--- src/rtl/control_pipe.sv ---
// Main decode plus ID/EX, EX/MEM, MEM/WB control registers with load-use stall and flush bubbles.
// Define CONTROL_PIPE_JUMP_EN to decode JAL, JALR, LUI and AUIPC; otherwise they are illegal.

package control_pipe_pkg;

  localparam logic [6:0] OP_R     = 7'b0110011;
  localparam logic [6:0] OP_I     = 7'b0010011;
  localparam logic [6:0] OP_LW    = 7'b0000011;
  localparam logic [6:0] OP_SW    = 7'b0100011;
  localparam logic [6:0] OP_BEQ   = 7'b1100011;
  localparam logic [6:0] OP_JAL   = 7'b1101111;
  localparam logic [6:0] OP_JALR  = 7'b1100111;
  localparam logic [6:0] OP_LUI   = 7'b0110111;
  localparam logic [6:0] OP_AUIPC = 7'b0010111;

  typedef struct packed {
    logic       valid;
    logic       alusrc;
    logic       branch;
    logic       jump;
    logic       jalr;
    logic       illegal;
    logic [1:0] aluop;
    logic       memread;
    logic       memwrite;
    logic       regwrite;
    logic [1:0] resultsrc;
  } ctrl_t;

endpackage

module control_pipe
  import control_pipe_pkg::*;
#(
  parameter int unsigned REG_AW = 5
) (
  input  logic              clk,
  input  logic              reset,
  input  logic              id_valid_i,
  input  logic [6:0]        id_opcode_i,
  input  logic [REG_AW-1:0] id_rs1_i,
  input  logic [REG_AW-1:0] id_rs2_i,
  input  logic [REG_AW-1:0] id_rd_i,
  input  logic              flush_i,
  output logic              stall_o,
  output logic              ex_valid_o,
  output logic              ex_alusrc_o,
  output logic              ex_branch_o,
  output logic              ex_jump_o,
  output logic              ex_jalr_o,
  output logic              ex_illegal_o,
  output logic [1:0]        ex_aluop_o,
  output logic [REG_AW-1:0] ex_rd_o,
  output logic              mem_memread_o,
  output logic              mem_memwrite_o,
  output logic              mem_regwrite_o,
  output logic [REG_AW-1:0] mem_rd_o,
  output logic              wb_regwrite_o,
  output logic [1:0]        wb_resultsrc_o,
  output logic [REG_AW-1:0] wb_rd_o
);

`ifdef CONTROL_PIPE_JUMP_EN
  localparam bit JUMP_EN = 1'b1;
`else
  localparam bit JUMP_EN = 1'b0;
`endif

  ctrl_t             dec;
  logic [REG_AW-1:0] dec_rd;
  logic              rs1_used;
  logic              rs2_used;

  ctrl_t             id_ex;
  logic [REG_AW-1:0] id_ex_rd;
  logic              mem_memread;
  logic              mem_memwrite;
  logic              mem_regwrite;
  logic [1:0]        mem_resultsrc;
  logic [REG_AW-1:0] mem_rd;
  logic              wb_regwrite;
  logic [1:0]        wb_resultsrc;
  logic [REG_AW-1:0] wb_rd;

  // Main decode; unknown opcodes collapse to an otherwise empty bundle flagged illegal
  always_comb begin
    dec    = '0;
    dec_rd = '0;
    if (id_valid_i) begin
      dec.valid = 1'b1;
      dec_rd    = id_rd_i;
      case (id_opcode_i)
        OP_R:   begin dec.regwrite = 1'b1; dec.aluop = 2'b10; end
        OP_I:   begin dec.alusrc = 1'b1; dec.regwrite = 1'b1; dec.aluop = 2'b10; end
        OP_LW:  begin
          dec.alusrc    = 1'b1;
          dec.memread   = 1'b1;
          dec.regwrite  = 1'b1;
          dec.resultsrc = 2'b01;
        end
        OP_SW:  begin dec.alusrc = 1'b1; dec.memwrite = 1'b1; end
        OP_BEQ: begin dec.branch = 1'b1; dec.aluop = 2'b01; end
`ifdef CONTROL_PIPE_JUMP_EN
        OP_JAL: begin dec.jump = 1'b1; dec.regwrite = 1'b1; dec.resultsrc = 2'b10; end
        OP_JALR: begin
          dec.jump      = 1'b1;
          dec.jalr      = 1'b1;
          dec.alusrc    = 1'b1;
          dec.regwrite  = 1'b1;
          dec.resultsrc = 2'b10;
        end
        OP_LUI, OP_AUIPC: begin
          dec.alusrc   = 1'b1;
          dec.regwrite = 1'b1;
          dec.aluop    = 2'b11;
        end
`endif
        default: begin
          dec         = '0;
          dec.illegal = 1'b1;
          dec_rd      = '0;
        end
      endcase
      if (id_rd_i == '0) dec.regwrite = 1'b0;
    end
  end

  always_comb begin
    rs1_used = !(id_opcode_i inside {OP_LUI, OP_JAL, OP_AUIPC});
    rs2_used = id_opcode_i inside {OP_R, OP_SW, OP_BEQ};
  end

  // Load-use: the load in EX targets a register the ID instruction reads
  assign stall_o = ~reset & id_valid_i & ~flush_i & id_ex.valid & id_ex.memread
                 & (id_ex_rd != '0)
                 & ((rs1_used & (id_ex_rd == id_rs1_i)) | (rs2_used & (id_ex_rd == id_rs2_i)));

  always_ff @(posedge clk) begin
    if (reset) begin
      id_ex         <= '0;
      id_ex_rd      <= '0;
      mem_memread   <= 1'b0;
      mem_memwrite  <= 1'b0;
      mem_regwrite  <= 1'b0;
      mem_resultsrc <= 2'b00;
      mem_rd        <= '0;
      wb_regwrite   <= 1'b0;
      wb_resultsrc  <= 2'b00;
      wb_rd         <= '0;
    end else begin
      if (flush_i || stall_o) begin
        id_ex    <= '0;
        id_ex_rd <= '0;
      end else begin
        id_ex    <= dec;
        id_ex_rd <= dec_rd;
      end
      mem_memread   <= id_ex.memread;
      mem_memwrite  <= id_ex.memwrite;
      mem_regwrite  <= id_ex.regwrite;
      mem_resultsrc <= id_ex.resultsrc;
      mem_rd        <= id_ex_rd;
      wb_regwrite   <= mem_regwrite;
      wb_resultsrc  <= mem_resultsrc;
      wb_rd         <= mem_rd;
    end
  end

  assign ex_valid_o     = id_ex.valid;
  assign ex_alusrc_o    = id_ex.alusrc;
  assign ex_branch_o    = id_ex.branch;
  assign ex_jump_o      = JUMP_EN & id_ex.jump;
  assign ex_jalr_o      = JUMP_EN & id_ex.jalr;
  assign ex_illegal_o   = id_ex.illegal;
  assign ex_aluop_o     = id_ex.aluop;
  assign ex_rd_o        = id_ex_rd;
  assign mem_memread_o  = mem_memread;
  assign mem_memwrite_o = mem_memwrite;
  assign mem_regwrite_o = mem_regwrite;
  assign mem_rd_o       = mem_rd;
  assign wb_regwrite_o  = wb_regwrite;
  assign wb_resultsrc_o = wb_resultsrc;
  assign wb_rd_o        = wb_rd;

endmodule

--- config.mk ---
export PLATFORM = sky130hd
export DESIGN_NAME = control_pipe
export DESIGN_NICKNAME = d
export VERILOG_FILES = /design/src/rtl/control_pipe.sv
export SDC_FILE = /design/constraint.sdc
export NUM_CORES = 1
export LEC_CHECK = 0
export CAP_MARGIN = 20
export CORE_MARGIN = 5
export CORE_UTILIZATION = 41
export CTS_BUF_LIST = sky130_fd_sc_hd__clkbuf_4 sky130_fd_sc_hd__clkbuf_8
export DETAILED_ROUTE_END_ITERATION = 10
export GPL_ROUTABILITY_DRIVEN = 0
export PLACE_DENSITY = 0.82
export SETUP_SLACK_MARGIN = 0.02
export SYNTH_ARGS = -nofsm -noshare
export SYNTH_HDL_FRONTEND = slang
export SYNTH_SLANG_ARGS = --single-unit
--- constraint.sdc ---
create_clock -name clk -period 3.55 [get_ports clk]
set_input_delay 1.065 -clock clk [delete_from_list [all_inputs] [get_ports clk]]
set_output_delay 1.065 -clock clk [all_outputs]
set_load 0.005 [all_outputs]
==> results of run 1 <==
## worst register-to-register path: cells and delay by family, from the launching register on
kind,cells,cell delay (ps)
flops,1,390
simple gates,3,600
buf+inv,11,1370
compound gates,1,240
## power by group through the flow
stage / combinational, mW / clock, mW / sequential (mW)
floorplan: 0.0199 / 0 / 0.323
global placement: 0.0573 / 0 / 0.323
detailed placement: 0.0591 / 0 / 0.322
CTS: 0.0596 / 0.154 / 0.316
global route: 0.0653 / 0.173 / 0.316
finish: 0.0605 / 0.153 / 0.316
## cells in the final DEF, fill, tap and decap left out, drive strengths merged, types with 2 or more instances in the layout
cell / instances
clkdlybuf4s15: 2
or3: 2
dfxtp: 28
nand3: 2
clkdlybuf4s50: 45
nor2: 3
clkbuf: 4
xnor2: 10
a21oi: 2
nor3: 3
and2b: 4
buf: 20
nand2: 12
nor4: 12
or3b: 2
dlygate4sd2: 4
nor2b: 11
conb: 3
## how the worst max path moves through the flow
stage	cells after the start	slack (ps)	endpoint	start
4_1_cts	6	20	stall_o	id_opcode_i[3]
3_5_place_dp	6	-700	stall_o	reset
6_report	7	20	stall_o	id_valid_i
2_1_floorplan	5	110	stall_o	reset
3_3_place_gp	6	-690	stall_o	reset
5_1_grt	6	-70	stall_o	reset
## cell usage after synthesis
cell type   n  area (sq um)
or3_1       2          12.5
buf_2       1          5.00
inv_1       1          3.75
nor2b_1    11          68.8
nor4b_1     1          8.76
a21oi_1     2          10.0
buf_6       1          11.3
o211ai_1    1          7.51
nand4bb_1   1          11.3
nor4_1     10          62.6
nand4b_1    1          8.76
nand2_1    12          45.0
nor2_1      3          11.3
nor3_1      3          15.0
clkbuf_1    2          7.51
nand2b_1    1          6.26
or4_1       1          7.51
a211o_1     1          8.76
conb_1      1          3.75
or3b_1      1          8.76
nand3_1     2          10.0
and2b_1     4          30.0
xnor2_1    10          87.6
or3b_2      1          8.76
buf_4       6          45.0
nor4_4      1          21.3
dfxtp_1    28           561
nand4_1     1          6.26
a21boi_0    1          7.51
or2_2       1          6.26
nor4_2      1          12.5
## final cells by class
| class | instances | area share |
|---|---|---|
| sequential | 28 | 0.308 |
| clock buffer | 4 | 0.0199 |
| multi-input combinational | 76 | 0.282 |
| tap | 31 | 0.0213 |
| timing repair buffer | 71 | 0.366 |
| inverter | 1 | 0.00206 |
## sequential cells by signal (all words and copies together) (netlist names)
signal          flops
ex_valid_o          1
mem_regwrite_o      1
mem_rd_o            5
ex_aluop_o          2
wb_regwrite_o       1
wb_rd_o             5
ex_alusrc_o         1
id_ex               3
wb_resultsrc_o      1
ex_illegal_o        1
mem_memwrite_o      1
mem_resultsrc       1
ex_rd_o             5
## cell families (layout without fill, tap and decap cells)
family / after synthesis / in the layout / share of synthesized area
buf+inv: 11 / 76 / 0.0648
xor+xnor: 10 / 10 / 0.0782
flops: 28 / 28 / 0.501
simple gates: 58 / 58 / 0.323
other cells: 1 / 3 / 0.00335
compound gates: 5 / 5 / 0.0302
## through the flow
step                      setup slack (ps)  cells
after floorplan                        111    115
after CTS                             24.3    211
final                                 16.3    211
after global placement                -690    196
after detailed placement              -705    196
after global routing                 -68.4    211
## routing by layer
metal,GRT usage,share of wire,vias to the layer above
met1,0.178,0.39,460
met3,0.0450,0.078,4
met2,0.313,0.52,47
met4,0.0557,0.013,0
met5,0,0,-
li1,-,-,511
## what timing repair did
item	in CTS	in global routing
buffers inserted	11	0
resized for setup	21	1
pin swaps	7	0
endpoints found under the setup margin	1	1
==> flow_summary_export.csv, run 1 <==
group,metric,value,unit
timing,fin_skew,2.90,ps
route,drc,0,
route,via_per_inst,4.84,
timing,setup_violations,0,
floorplanning,fp.dieW,62.3,microns
flow_run,drv_cap,0,
status,status,"complete, no violations",
route,drt_first_pass_iters,4,
global_route,grt_pass1_vias,1157,
timing,hold_ws,454,ps
critical_path,cp_common_cell,"buf_6",
cts,cts_buffer_depth,2,
floorplanning,io_pins,56,
yosys,ys_warn_count,0,
worst_hold_path,hold_depth,1,
cells_and_area,final_nets,207,
cells_and_area,antenna_cells,0,
power,comb_power_share,0.114,
timing,rsz0062_at_grt,"yes",
critical_path,path_cells,"dlygate4sd2_1 -> or3b_4 -> a211o_1 -> buf_6 -> nor4_4 -> or2_4 -> buf_6",
cts,cts_made_buffers,3,
cells_and_area,final_core_util,0.678,
global_route,track_usage,0.167,
power,p_switching,0.114,mW
cells_and_area,syn_to_final_growth,62.6,%
cells_and_area,final_area,1820,sq um
global_route,grt_first_pass_wirelength,5270,microns
power,p_leak,0.691,nW
power,ir_drop,0.184,mV
cts,h-tree-depth,1,
timing,tns,0,ps
cells_and_area,final.fill_count,230,
timing,post-route-period-util,0.995,
critical_path,crit_fanout,2,
cts,cts_root_buf,"clkbuf_4",
global_route,grt_max_degree,16,
cells_and_area,drive_above_1_share,0.178,
power,seqPwrFrac,0.596,
yosys,syn_inst,113,
floorplanning,die_y,62.3,microns
worst_hold_path,hold_class,"flip-flop to flip-flop",
timing,fmax,0.283,GHz
cts,cts_hold_buf,0,
yosys,seq_area_frac_synth,0.501,
power,clockPowerShare,0.289,
power,p_sw_frac,0.215,
power,powerDensity,291,nW/um^2
critical_path,reg2reg_from,"ex_rd_o[0]",
critical_path,reg2reg_to,"id_ex[2]",
floorplanning,dieArea,3880,sq um
cells_and_area,multi_input_area,514,sq um
critical_path,slowest_delay,390,ps
global_route,antenna_found_initial,0,
worst_hold_path,hold-path-endpoint,"mem_regwrite_o",
yosys,synth.avg_cell_area,9.91,sq um
yosys,synth_seq_cells,28,
cts,clk_latency,330,ps
cts,cts_tree,"done",
critical_path,crit_buf_inv,3,
floorplanning,start_util,0.417,
yosys,netlist_area,1120,sq um
critical_path,crit_type,"input port to output pin",
cells_and_area,seqCellArea,561,sq um
timing,maxSlewViolCount,0,
route,vias,1022,
critical_path,crit_slowest_cell,"or3b_4",
critical_path,critPathArrivalTime,2470,ps
critical_path,critPathRequiredTime,2480,ps
critical_path,reg2reg_depth,15,
power,p_total,0.529,mW
route,ant_nets,0,
timing,hold_viol,0,
route,detail_route.iter0.violations,57,
global_route,grt_overflow,0,
timing,min_period,3530,ps
critical_path,endpoint_kind,"output pin",
worst_hold_path,hold_start,"id_ex[2]",
critical_path,ff2ff_setup_slack,850,ps
yosys,yosysUniqueCellTypes,31,
route,routed_wl,3050,microns
floorplanning,fp-row-count,19,
cts,clk_pin_slew_worst_paths,140,ps
critical_path,start_kind,"input port",
critical_path,critical-path-top-delay-family,"simple AND/OR/NAND/NOR gates",
floorplanning,fp.coreArea,2690,sq um
power,power.internal,0.416,mW
cts,cts.sinks,28,
place,dp_hpwl,2250,microns
route,wl_per_cell,14.4,microns
place,portBuffers,52,
place,placed_cell_area,1680,sq um
Power figures use the tool's default switching activity.
==> run 2: changes to the inputs <==
--- a/config.mk
+++ b/config.mk
@@ -5,7 +5,7 @@
 export SDC_FILE = /design/constraint.sdc
 export NUM_CORES = 1
 export LEC_CHECK = 0
-export CAP_MARGIN = 20
+export CAP_MARGIN = 0
 export CORE_MARGIN = 5
 export CORE_UTILIZATION = 41
 export CTS_BUF_LIST = sky130_fd_sc_hd__clkbuf_4 sky130_fd_sc_hd__clkbuf_8
==> results of run 2 <==
Same layout as run 1: the final DEF is identical, and so are final timing and power.
